==> src/rtl/mac_array_ctrl.sv <==
`default_nettype none
// ============================================================================
// Module      : mac_array_ctrl
// Description : Job sequencer for a chain of mac_col columns. Streams
//               LOAD_LEN key vectors from memory into the array, then issues
//               n_query query reads (throttled by the output FIFO), waits for
//               every query result to leave the last column, and pulses done.
//
// Ports
//   clk           rising-edge clock
//   reset         asynchronous active-low reset
//   start         job request, only sampled while idle
//   abort         synchronous job cancel (LOAD/GAP/EXEC/DRAIN)
//   k_base        first key address (captured on accepted start)
//   q_base        first query address (captured on accepted start)
//   n_query       query vectors per job (captured on accepted start)
//   ofifo_full    output FIFO full, stalls query issue
//   fifo_wr_last  one pulse per query finished by the last column
//   mem_rd_en     memory read strobe
//   mem_addr      memory read address
//   inst          column-0 instruction: [1] execute, [0] load
//   cnt_q         load counter broadcast to all columns
//   busy          high whenever a job is in progress
//   done          one-cycle job completion pulse
//
// Revision    : 1.0 - initial release
// ============================================================================
module mac_array_ctrl #(
    parameter int col      = 8,
    parameter int addr_bw  = 8,
    parameter int LOAD_LEN = 2 * col
) (
    input  logic               clk,
    input  logic               reset,
    input  logic               start,
    input  logic               abort,
    input  logic [addr_bw-1:0] k_base,
    input  logic [addr_bw-1:0] q_base,
    input  logic [7:0]         n_query,
    input  logic               ofifo_full,
    input  logic               fifo_wr_last,
    output logic               mem_rd_en,
    output logic [addr_bw-1:0] mem_addr,
    output logic [1:0]         inst,
    output logic [7:0]         cnt_q,
    output logic               busy,
    output logic               done
);

    localparam logic [2:0] S_IDLE  = 3'd0;
    localparam logic [2:0] S_LOAD  = 3'd1;
    localparam logic [2:0] S_GAP   = 3'd2;
    localparam logic [2:0] S_EXEC  = 3'd3;
    localparam logic [2:0] S_DRAIN = 3'd4;
    localparam logic [2:0] S_FIN   = 3'd5;

    localparam logic [7:0] LOAD_LAST = 8'(LOAD_LEN - 1);

    logic [2:0]         state_q, state_d;
    logic [addr_bw-1:0] k_base_q;
    logic [addr_bw-1:0] q_base_q;
    logic [7:0]         n_query_q;
    logic [7:0]         ld_idx_q;
    logic [7:0]         qry_idx_q;
    logic [7:0]         cmp_cnt_q, cmp_cnt_d;
    logic [1:0]         inst_q;

    logic               ld_rd;
    logic               ex_rd;
    logic               cmp_inc;
    logic               abort_hit;

    // Abort only matters while a job is actually running; FIN is allowed to
    // complete so a done pulse is never half-delivered.
    assign abort_hit = abort && ((state_q == S_LOAD) || (state_q == S_GAP) ||
                                 (state_q == S_EXEC) || (state_q == S_DRAIN));

    // Results leaving the array only belong to this job once queries issue.
    assign cmp_inc   = fifo_wr_last && ((state_q == S_EXEC) || (state_q == S_DRAIN));
    assign cmp_cnt_d = cmp_cnt_q + {7'd0, cmp_inc};

    always_comb begin
        state_d = state_q;
        ld_rd   = 1'b0;
        ex_rd   = 1'b0;
        case (state_q)
            S_IDLE: begin
                if (start) begin
                    state_d = S_LOAD;
                end
            end
            S_LOAD: begin
                ld_rd = 1'b1;
                if (ld_idx_q == LOAD_LAST) begin
                    state_d = S_GAP;
                end
            end
            S_GAP: begin
                state_d = (n_query_q != 8'd0) ? S_EXEC : S_FIN;
            end
            S_EXEC: begin
                if (!ofifo_full) begin
                    ex_rd = 1'b1;
                    if ((qry_idx_q + 8'd1) == n_query_q) begin
                        state_d = S_DRAIN;
                    end
                end
            end
            S_DRAIN: begin
                // Uses the count including this cycle's pulse so done follows
                // the final result by one cycle; DRAIN is always visited once.
                if (cmp_cnt_d == n_query_q) begin
                    state_d = S_FIN;
                end
            end
            S_FIN: begin
                state_d = S_IDLE;
            end
            default: begin
                state_d = S_IDLE;
            end
        endcase

        // A read in the abort cycle would leave a dangling instruction in the
        // array, so the strobe is suppressed along with the state change.
        if (abort_hit) begin
            state_d = S_IDLE;
            ld_rd   = 1'b0;
            ex_rd   = 1'b0;
        end
    end

    always_comb begin
        mem_addr = '0;
        if (ld_rd) begin
            mem_addr = k_base_q + addr_bw'(ld_idx_q);
        end else if (ex_rd) begin
            mem_addr = q_base_q + addr_bw'(qry_idx_q);
        end
    end

    always_ff @(posedge clk or negedge reset) begin
        if (!reset) begin
            state_q   <= S_IDLE;
            k_base_q  <= '0;
            q_base_q  <= '0;
            n_query_q <= '0;
            ld_idx_q  <= '0;
            qry_idx_q <= '0;
            cmp_cnt_q <= '0;
            cnt_q     <= '0;
            inst_q    <= 2'b00;
        end else begin
            state_q <= state_d;
            // Memory data arrives one cycle after the read; the instruction is
            // delayed by the same amount so it travels with its data.
            inst_q  <= {ex_rd, ld_rd};
            if (abort_hit) begin
                ld_idx_q  <= '0;
                qry_idx_q <= '0;
                cmp_cnt_q <= '0;
                cnt_q     <= '0;
            end else if ((state_q == S_IDLE) && start) begin
                k_base_q  <= k_base;
                q_base_q  <= q_base;
                n_query_q <= n_query;
                ld_idx_q  <= '0;
                qry_idx_q <= '0;
                cmp_cnt_q <= '0;
                cnt_q     <= '0;
            end else begin
                if (ld_rd) begin
                    ld_idx_q <= ld_idx_q + 8'd1;
                    // Advanced with the read so it reads 1 in the first cycle
                    // the load instruction is visible.
                    cnt_q    <= cnt_q + 8'd1;
                end
                if (ex_rd) begin
                    qry_idx_q <= qry_idx_q + 8'd1;
                end
                cmp_cnt_q <= cmp_cnt_d;
            end
        end
    end

    assign mem_rd_en = ld_rd | ex_rd;
    assign inst      = inst_q;
    assign busy      = (state_q != S_IDLE);
    assign done      = (state_q == S_FIN);

endmodule
`default_nettype wire

==> config.mk <==
export PLATFORM = sky130hd
export DESIGN_NAME = mac_array_ctrl
export DESIGN_NICKNAME = d
export VERILOG_FILES = /design/src/rtl/mac_array_ctrl.sv
export SDC_FILE = /design/constraint.sdc
export NUM_CORES = 1
export LEC_CHECK = 0
export ABC_CLOCK_PERIOD_IN_PS = 3500
export BUFFER_PORTS_ARGS = -buffer_cell sky130_fd_sc_hd__clkbuf_2
export CAP_MARGIN = 30
export CORE_UTILIZATION = 55
export CTS_CLUSTER_SIZE = 16
export DETAILED_ROUTE_END_ITERATION = 8
export PLACE_DENSITY_LB_ADDON = 0.15
export SLEW_MARGIN = 10
export SYNTH_ARGS = -nofsm -noshare
export SYNTH_HDL_FRONTEND = slang
export SYNTH_SLANG_ARGS = --single-unit
==> constraint.sdc <==
create_clock -name clk -period 3.5 [get_ports clk]
set_input_delay 0.875 -clock clk [delete_from_list [all_inputs] [get_ports clk]]
set_output_delay 0.875 -clock clk [all_outputs]
set_load 0.05 [all_outputs]
==> metrics.txt, run 1 <==
total chip power 3.07 mW; Fmax 295 MHz; Slowest Stage Delay on Critical Path 450 ps; Yosys reg bits 61; port bufs 50; grt ovf 0; Placed Instance Area 3950 um2; Cell Int Power 1.86 mW; Post-synth EDFFs 0; placed insts 485; Root Driver clkbuf_8; hold crit path type reg2reg; Wirelength per Cell 16.1 um; CORE AREA 6390 um2; post-route insts no fill 507; RSZ-0062 raised after global routing no; DR vias/cell 5.91; most frequent cells in the layout dfrtp_1, clkbuf_2, o21ai_0, nor2_1, mux2_2; top cell type's share of synthesized area 0.419; static leakage 2.03 nW; worst skew pair latency 350 ps; Routed WL 8.17 mm; Worst-path clk slew 70 ps; Die Y 83.4 um; Startpoint Class flop; clk_skew 13.6 ps; DR vias 2994; Combinational Power Share 0.411; final period utilization 0.970; TNS Setup 0 ps; std cell rows 29; Clk pwr share 0.235; routability congestion estimate from global placement 0.886; Final ANT Viol Nets 0; n_diodes 0; Netlist Area Pre-Place 3640 um2; Design Area, Final 4290 um2; share of layout cells above drive strength 1 0.286; Worst EP required 2620 ps; Switching Fraction 0.393; first-pass GRT wire length 13.9 mm; Main synth FF type dfrtp_1; crit path from qry_idx_q[1]; Synth async-reset ratio 1.00; Mapped Avg Cell Area 9.95 um2; RR Startpoint state_q[2]; Die W 83.4 um; die area 6950 um2; commonest non-fill, non-tap cell in the layout dfrtp_1; Worst Reg-to-Reg Cells 12; sequential share of power 0.354; Setup WS post-layout 106 ps; Power Density 716 nW/um2; worst hold slack 480 ps; Slowest-stage cell, CP dfrtp_2; Mapped Cells 366; Ports 51; # setup viols final 0; synthesis warning total 0; Max Slew Vio Count 0; CTS buffer count 9; CTS sink count 61; sequential area share after synthesis 0.419; H-Tree Depth 3; Setup crit end mem_addr[7]; largest net degree at the start of global routing 25; flop-to-flop setup slack 490 ps; critical path cell sequence ha_1 > a21o_1 > a21oi_2 > nor2b_1 > o21a_1 > o41a_1 > xnor2_1 > o22ai_1 > buf_4; clk buf depth 2; max_cap viols 0; # nets final 476; Worst Tran Pin Value 534 ps; crit path max fanout 4; Tot GR Track Use 0.252; initial antenna violation count 0; Synth area leaders dfrtp_1, mux2_2, ha_1, o21ai_0, xor2_1; final core utilization 0.671; WS Path Type reg2out; Worst Hold Path Cells 1; post-route DRC violation count 0; vias in the first global route 2960; CTS tree built; Worst VDD drop 451 uV; Worst Path Arrival 2520 ps; DRT Pass-1 Iters 4; Worst R2R End state_q[0]; Setup WS pre-CTS 254 ps; final hold violation count 0; largest area contributor in the netlist dfrtp_1; worst relative slew slack 0.644; Cell variety after synth 59; status complete, no violations; Syn Nets 417; fin crit period 3390 ps; CP endpoint kind output pin; Initial Utilization 0.570; post-DP HPWL 5.76 mm; net load switching power 1.20 mW; DRT iter0 DRCs 162; Area Growth Syn to Fin 17.7%
## registers in the layout (all words and copies together), names as in the netlist
| register | count |
|---|---|
| qry_idx_q | 8 |
| state_q | 3 |
| ld_idx_q | 8 |
| cmp_cnt_q | 8 |
| inst | 2 |
| k_base_q | 8 |
| cnt_q | 8 |
| q_base_q | 8 |
| n_query_q | 8 |
## cells by family (layout without fill, tap and decap cells)
logic type,after synthesis,after routing,share of synthesized area
fa+ha+maj,21,21,0.0763
flops,61,61,0.419
compound gates,94,94,0.164
buf+inv,22,86,0.0306
simple gates,108,108,0.150
mux,24,24,0.0739
xor+xnor,36,36,0.0866
## what timing repair did
action	4_1_cts	5_1_grt
hold buffers	0	0
buffers inserted	0	6
gates resized for setup	6	8
pin swaps	0	7
endpoints found under the setup margin	2	2
## critical path: cells and delay by family (launching register included)
family / cells / cell delay, ps
flip-flops: 1 / 450
adder cells (fa/ha/maj): 1 / 280
XOR/XNOR: 1 / 140
buffers and inverters: 1 / 240
AO/OA/AOI/OAI: 5 / 1010
AND/OR/NAND/NOR: 1 / 60
## worst min-delay path by stage
| stage | start | end | slack (ps) |
|---|---|---|---|
| 2_1_floorplan | ld_idx_q[7] | ld_idx_q[7] | 480 |
| 3_3_place_gp | cnt_q[7] | cnt_q[7] | 480 |
| 3_5_place_dp | cnt_q[7] | cnt_q[7] | 470 |
| 4_1_cts | cnt_q[7] | cnt_q[7] | 480 |
| 5_1_grt | reset | cmp_cnt_q[4] | 520 |
| 6_report | cnt_q[7] | cnt_q[7] | 480 |
## power by group through the flow
stage / clock [mW] / combinational, mW / sequential (mW)
after floorplan: 0 / 0.952 / 1.06
after global placement: 0 / 1.17 / 1.09
after detailed placement: 0 / 1.21 / 1.10
after CTS: 0.731 / 1.23 / 1.09
after global routing: 0.759 / 1.38 / 1.12
final: 0.720 / 1.26 / 1.09
## layer usage
| layer | GRT usage | part of all wire | vias up |
|---|---|---|---|
| met5 | 0 | 0 | - |
| met4 | 0.0737 | 0.0086 | 0 |
| met3 | 0.0547 | 0.046 | 8 |
| met2 | 0.410 | 0.49 | 73 |
| met1 | 0.340 | 0.45 | 1471 |
| li1 | - | - | 1442 |
## synthesized netlist by cell type, drive strengths merged, types with 2 or more instances
| cell | number |
|---|---|
| o211ai | 2 |
| fa | 2 |
| xor2 | 19 |
| a21oi | 11 |
| ha | 19 |
| nand4 | 5 |
| nor4 | 3 |
| nor2b | 5 |
| o22ai | 7 |
| o21ai | 42 |
| nand2 | 21 |
| a22o | 4 |
| dfrtp | 61 |
| inv | 8 |
| o21a | 2 |
| or3 | 2 |
| nor2 | 34 |
| mux2 | 23 |
| clkbuf | 5 |
| nor3 | 7 |
| nand3 | 10 |
| a21o | 6 |
| a31oi | 5 |
| and3 | 9 |
| and2 | 3 |
| o31ai | 5 |
| xnor2 | 17 |
| buf | 9 |
## area by class of cell
class	instances	area, um2
fill	523	2100
multi-input combinational	283	2040
sequential	61	1530
timing repair buffer	62	364
clock buffer	12	155
tap	77	96.3
clock inverter	4	70.1
inverter	8	30.0
Note: power is estimated with default switching activity, not from simulation.
==> run 2, diff against run 1 <==
- CORE_UTILIZATION: 55 -> 44
==> metrics.txt, run 2 (synthesized netlist as in run 1, its figures left out) <==
Combinational Power Share 0.435 (was 0.411); hold-fix buffers at CTS 0 (unchanged); routability congestion estimate from global placement 0.883 (was 0.886); # setup viols final 0 (unchanged); port bufs 50 (unchanged); status complete, no violations (unchanged); Worst Tran Pin Value 808 ps (was 534 ps); commonest non-fill, non-tap cell in the layout dfrtp_1 (unchanged); grt ovf 0 (unchanged); Worst Path Arrival 2520 ps (about the same); final hold violation count 0 (unchanged); n_diodes 0 (unchanged); Worst EP required 2620 ps (about the same); DR vias/cell 5.56 (was 5.91); sequential share of power 0.375 (was 0.354); Max Slew Vio Count 0 (unchanged); initial antenna violation count 0 (unchanged); H-Tree Depth 3 (unchanged); Routed WL 8.16 mm (was 8.17 mm); final core utilization 0.537 (was 0.671); Clk pwr share 0.190 (was 0.235); static leakage 1.98 nW (was 2.03 nW); most frequent cells in the layout dfrtp_1, clkbuf_2, o21ai_0, nor2_1, mux2_2 (unchanged); Final ANT Viol Nets 0 (unchanged); fin crit period 3390 ps (about the same); post-DP HPWL 5.76 mm (about the same); crit path max fanout 2 (was 4); # nets final 473 (was 476); DRT iter0 DRCs 141 (was 162); Die Y 93.0 um (was 83.4 um); net load switching power 1.20 mW (about the same); clk_skew 9.57 ps (was 13.6 ps); vias in the first global route 2907 (was 2960); Worst-path clk slew 70 ps (about the same); CTS buffer count 9 (unchanged); worst skew pair latency 340 ps (was 350 ps); Area Growth Syn to Fin 15.7% (was 17.7%); Tot GR Track Use 0.208 (was 0.252); Ports 51 (unchanged); die area 8650 um2 (was 6950 um2); Die W 93.0 um (was 83.4 um); fill count 742 (was 523); CP endpoint kind output pin (unchanged); clk buf depth 2 (unchanged); Wirelength per Cell 15.5 um (was 16.1 um); TNS Setup 0 ps (unchanged); max_cap viols 0 (unchanged); Switching Fraction 0.416 (was 0.393); worst relative slew slack 0.461 (was 0.644); post-route DRC violation count 0 (unchanged); CTS sink count 61 (unchanged); DRT Pass-1 Iters 4 (unchanged); DR vias 2935 (was 2994); CTS tree built (unchanged); Root Driver clkbuf_8 (unchanged); Setup WS post-layout 107 ps (was 106 ps); Startpoint Class flop (unchanged); CORE AREA 7850 um2 (was 6390 um2); Design Area, Final 4210 um2 (was 4290 um2); Fmax 295 MHz (about the same); hold crit path type reg2reg (unchanged); share of layout cells above drive strength 1 0.282 (was 0.286); std cell rows 32 (was 29); largest net degree at the start of global routing 62 (was 25); Power Density 686 nW/um2 (was 716 nW/um2); Initial Utilization 0.464 (was 0.570); first-pass GRT wire length 14.0 mm (was 13.9 mm); Placed Instance Area 3980 um2 (was 3950 um2); WS Path Type reg2out (unchanged); Worst VDD drop 501 uV (was 451 uV); Cell Int Power 1.69 mW (was 1.86 mW); final period utilization 0.970 (about the same); Setup WS pre-CTS 246 ps (was 254 ps)
run 2: cell count changes in the layout (fill, tap and decap cells not counted), sizes merged:
cell | before | now
bufinv | 2 | 0
clkinvlp | 0 | 2
clkbuf | 61 | 60
buf | 13 | 10
run 2: power groups by stage:
stage,clock network (mW),registers (mW),logic [mW]
6_report,0.548,1.09,1.26
4_1_cts,0.562,1.09,1.24
3_5_place_dp,0,1.10,1.22
5_1_grt,0.593,1.12,1.39
3_3_place_gp,0,1.09,1.20
2_1_floorplan,0,1.06,0.952
run 2: final cells by class:
type	instances	area [um2]	share of cell area
Timing Repair Buffer	59	329	0.0781
Clock inverter	4	25.0	0.00594
Clock buffer	11	141	0.0336
Multi-Input combinational cell	283	2030	0.482
Sequential cell	61	1530	0.363
Inverter	8	30.0	0.00713
Tap cell	102	128	0.0303
run 2: critical path, stage by stage (launching register included):
cell and delay [ps]:
dfrtp_1 390, ha_2 210, fa_2 350, a21o_1 160
a21o_1 190, a21o_1 200, a21oi_2 150, xor2_1 90
o22ai_1 210, clkbuf_8 230
run 2: timing repair:
| action | in CTS | in global routing |
|---|---|---|
| gates resized for setup | 5 | 10 |
| hold endpoints to repair | 0 | 0 |
| setup endpoints to repair | 2 | 2 |
| pin swaps | 0 | 2 |
| buffers inserted | 0 | 3 |
run 2: per-stage QoR:
| stage | cells | power, mW | hold WS (ps) |
|---|---|---|---|
| final | 528 | 2.89 | 481 |
| after detailed placement | 510 | 2.32 | 479 |
| after floorplan | 366 | 2.01 | 484 |
| after global routing | 528 | 3.10 | 529 |
| after global placement | 509 | 2.29 | 471 |
| after CTS | 525 | 2.89 | 488 |
run 2: metal layers:
layer	global-route usage	up-vias	wire length (um)
met5	0	-	0
met4	0.0846	0	119
met3	0.0317	12	266
met2	0.320	63	3770
met1	0.293	1430	4010
li1	-	1430	-
run 2: final timing paths:
kind | slack [ps] | cells after the start | end | from
setup / recovery | 110 | 9 | mem_addr[6] | q_base_q[0]
hold / removal | 480 | 1 | cnt_q[7] | cnt_q[7]
setup reg to reg | 560 | 12 | state_q[0] | state_q[2]
hold reg to reg | 480 | 1 | cnt_q[7] | cnt_q[7]
max in group asynchronous | 2200 | 2 | ld_idx_q[0] | reset
min in group asynchronous | 690 | 2 | n_query_q[3] | reset
==> run 3, diff against run 2 <==
- CORE_MARGIN: unset -> 8
==> metrics.txt, run 3 (synthesized netlist as in run 1, its figures left out) <==
# nets final 474 (was 473); DR vias 2909 (was 2935); Die W 107 um (was 93.0 um); final core utilization 0.529 (was 0.537); CTS sink count 61 (unchanged); post-DP HPWL 6.13 mm (was 5.76 mm); Setup crit end mem_addr[7] (was mem_addr[6]); Startpoint Class flop (unchanged); WS Path Type reg2out (unchanged); die area 11400 um2 (was 8650 um2); final period utilization 0.967 (was 0.970); placed insts 515 (was 510); # setup viols final 0 (unchanged); Worst R2R End state_q[0] (unchanged); first-pass GRT wire length 14.1 mm (was 14.0 mm); clk_skew 5.08 ps (was 9.57 ps); Fmax 295 MHz (about the same); status complete, no violations (unchanged); Worst Path Arrival 2510 ps (was 2520 ps); Worst Reg-to-Reg Cells 12 (unchanged); DRT iter0 DRCs 172 (was 141); fin crit period 3380 ps (was 3390 ps); CP endpoint kind output pin (unchanged); Area Growth Syn to Fin 18.1% (was 15.7%); Design Area, Final 4300 um2 (was 4210 um2); Worst Tran Pin Value 544 ps (was 808 ps); vias in the first global route 2881 (was 2907); largest net degree at the start of global routing 39 (was 62); Root Driver clkbuf_8 (unchanged); Routed WL 8.23 mm (was 8.16 mm); worst relative slew slack 0.636 (was 0.461); static leakage 2.02 nW (was 1.98 nW); Die Y 107 um (was 93.0 um); clk buf depth 2 (unchanged); Initial Utilization 0.448 (was 0.464); final hold violation count 0 (unchanged); post-route insts no fill 533 (was 528); CTS buffer count 9 (unchanged); n_diodes 0 (unchanged); crit path max fanout 6 (was 2); std cell rows 33 (was 32); share of layout cells above drive strength 1 0.283 (was 0.282); TNS Setup 0 ps (unchanged); DR vias/cell 5.46 (was 5.56); max_cap viols 0 (unchanged); hold crit path type in2async (was reg2reg); Power Density 722 nW/um2 (was 686 nW/um2); post-route DRC violation count 0 (unchanged); RR Startpoint state_q[0] (was state_q[2]); CORE AREA 8130 um2 (was 7850 um2); worst skew pair latency 340 ps (about the same); port bufs 50 (unchanged); Worst-path clk slew 70 ps (about the same); Worst EP required 2620 ps (about the same); grt ovf 0 (unchanged); routability congestion estimate from global placement 0.873 (was 0.883); crit path from qry_idx_q[1] (was q_base_q[0]); Worst VDD drop 394 uV (was 501 uV); hold-fix buffers at CTS 0 (unchanged); initial antenna violation count 0 (unchanged); most frequent cells in the layout dfrtp_1, clkbuf_2, o21ai_0, nor2_1, mux2_2 (unchanged); worst hold slack 319 ps (was 481 ps); DRT Pass-1 Iters 4 (unchanged); Max Slew Vio Count 0 (unchanged); Wirelength per Cell 15.4 um (was 15.5 um); Final ANT Viol Nets 0 (unchanged); Placed Instance Area 4000 um2 (was 3980 um2); commonest non-fill, non-tap cell in the layout dfrtp_1 (unchanged); flop-to-flop setup slack 640 ps (was 560 ps); Ports 51 (unchanged); CTS tree built (unchanged); H-Tree Depth 3 (unchanged); Tot GR Track Use 0.153 (was 0.208)
run 3: worst min-delay path by stage:
stage,startpoint,end,slack [ps],cells past startpoint
after floorplan,ld_idx_q[7],ld_idx_q[7],480,1
after global placement,cnt_q[7],cnt_q[7],470,1
after detailed placement,cnt_q[7],cnt_q[7],480,1
after CTS,reset,n_query_q[3],300,1
after global routing,reset,n_query_q[3],310,1
final,reset,n_query_q[3],320,1
run 3: metal layers:
layer	track usage	share of wire	vias to the layer above
li1	-	-	1443
met1	0.211	0.50	1398
met2	0.226	0.44	54
met3	0.0336	0.042	14
met4	0.0653	0.019	0
met5	0	0	-
run 3: through the flow:
step | power, mW | worst slack (ps)
floorplan | 2.01 | 47.5
global placement | 2.30 | 312
detailed placement | 2.33 | 265
CTS | 3.12 | 18.2
global route | 3.31 | -18.0
finish | 3.10 | 115
run 3: what timing repair did:
| action | in CTS | in global routing |
|---|---|---|
| pin swaps | 0 | 3 |
| resized for setup | 4 | 11 |
| gates cloned | 0 | 0 |
| buffers inserted | 1 | 1 |
| setup endpoints to repair | 2 | 2 |
run 3: worst max-delay path, cell delays in order (launching register included):
cell and delay, ps:
dfrtp_2 450, ha_1 290, a21o_1 170, a21oi_2 170
nor2b_1 60, o21a_1 190, o41a_1 340, xnor2_1 140
o22ai_1 150, buf_4 230
run 3: area by class of cell:
type / instances / area [um2]
Fill cell: 760 / 3830
Clock inverter: 4 / 95.1
Tap cell: 105 / 131
Multi-Input combinational cell: 283 / 2030
Clock buffer: 12 / 145
Timing Repair Buffer: 60 / 337
Inverter: 8 / 30.0
Sequential cell: 61 / 1530
run 3: report_power, final:
part / switching (mW) / internal, mW / leakage (nW)
sequential: 0.194 / 0.886 / 0.790
clock: 0.274 / 0.492 / 0.121
combinational: 0.726 / 0.532 / 1.11
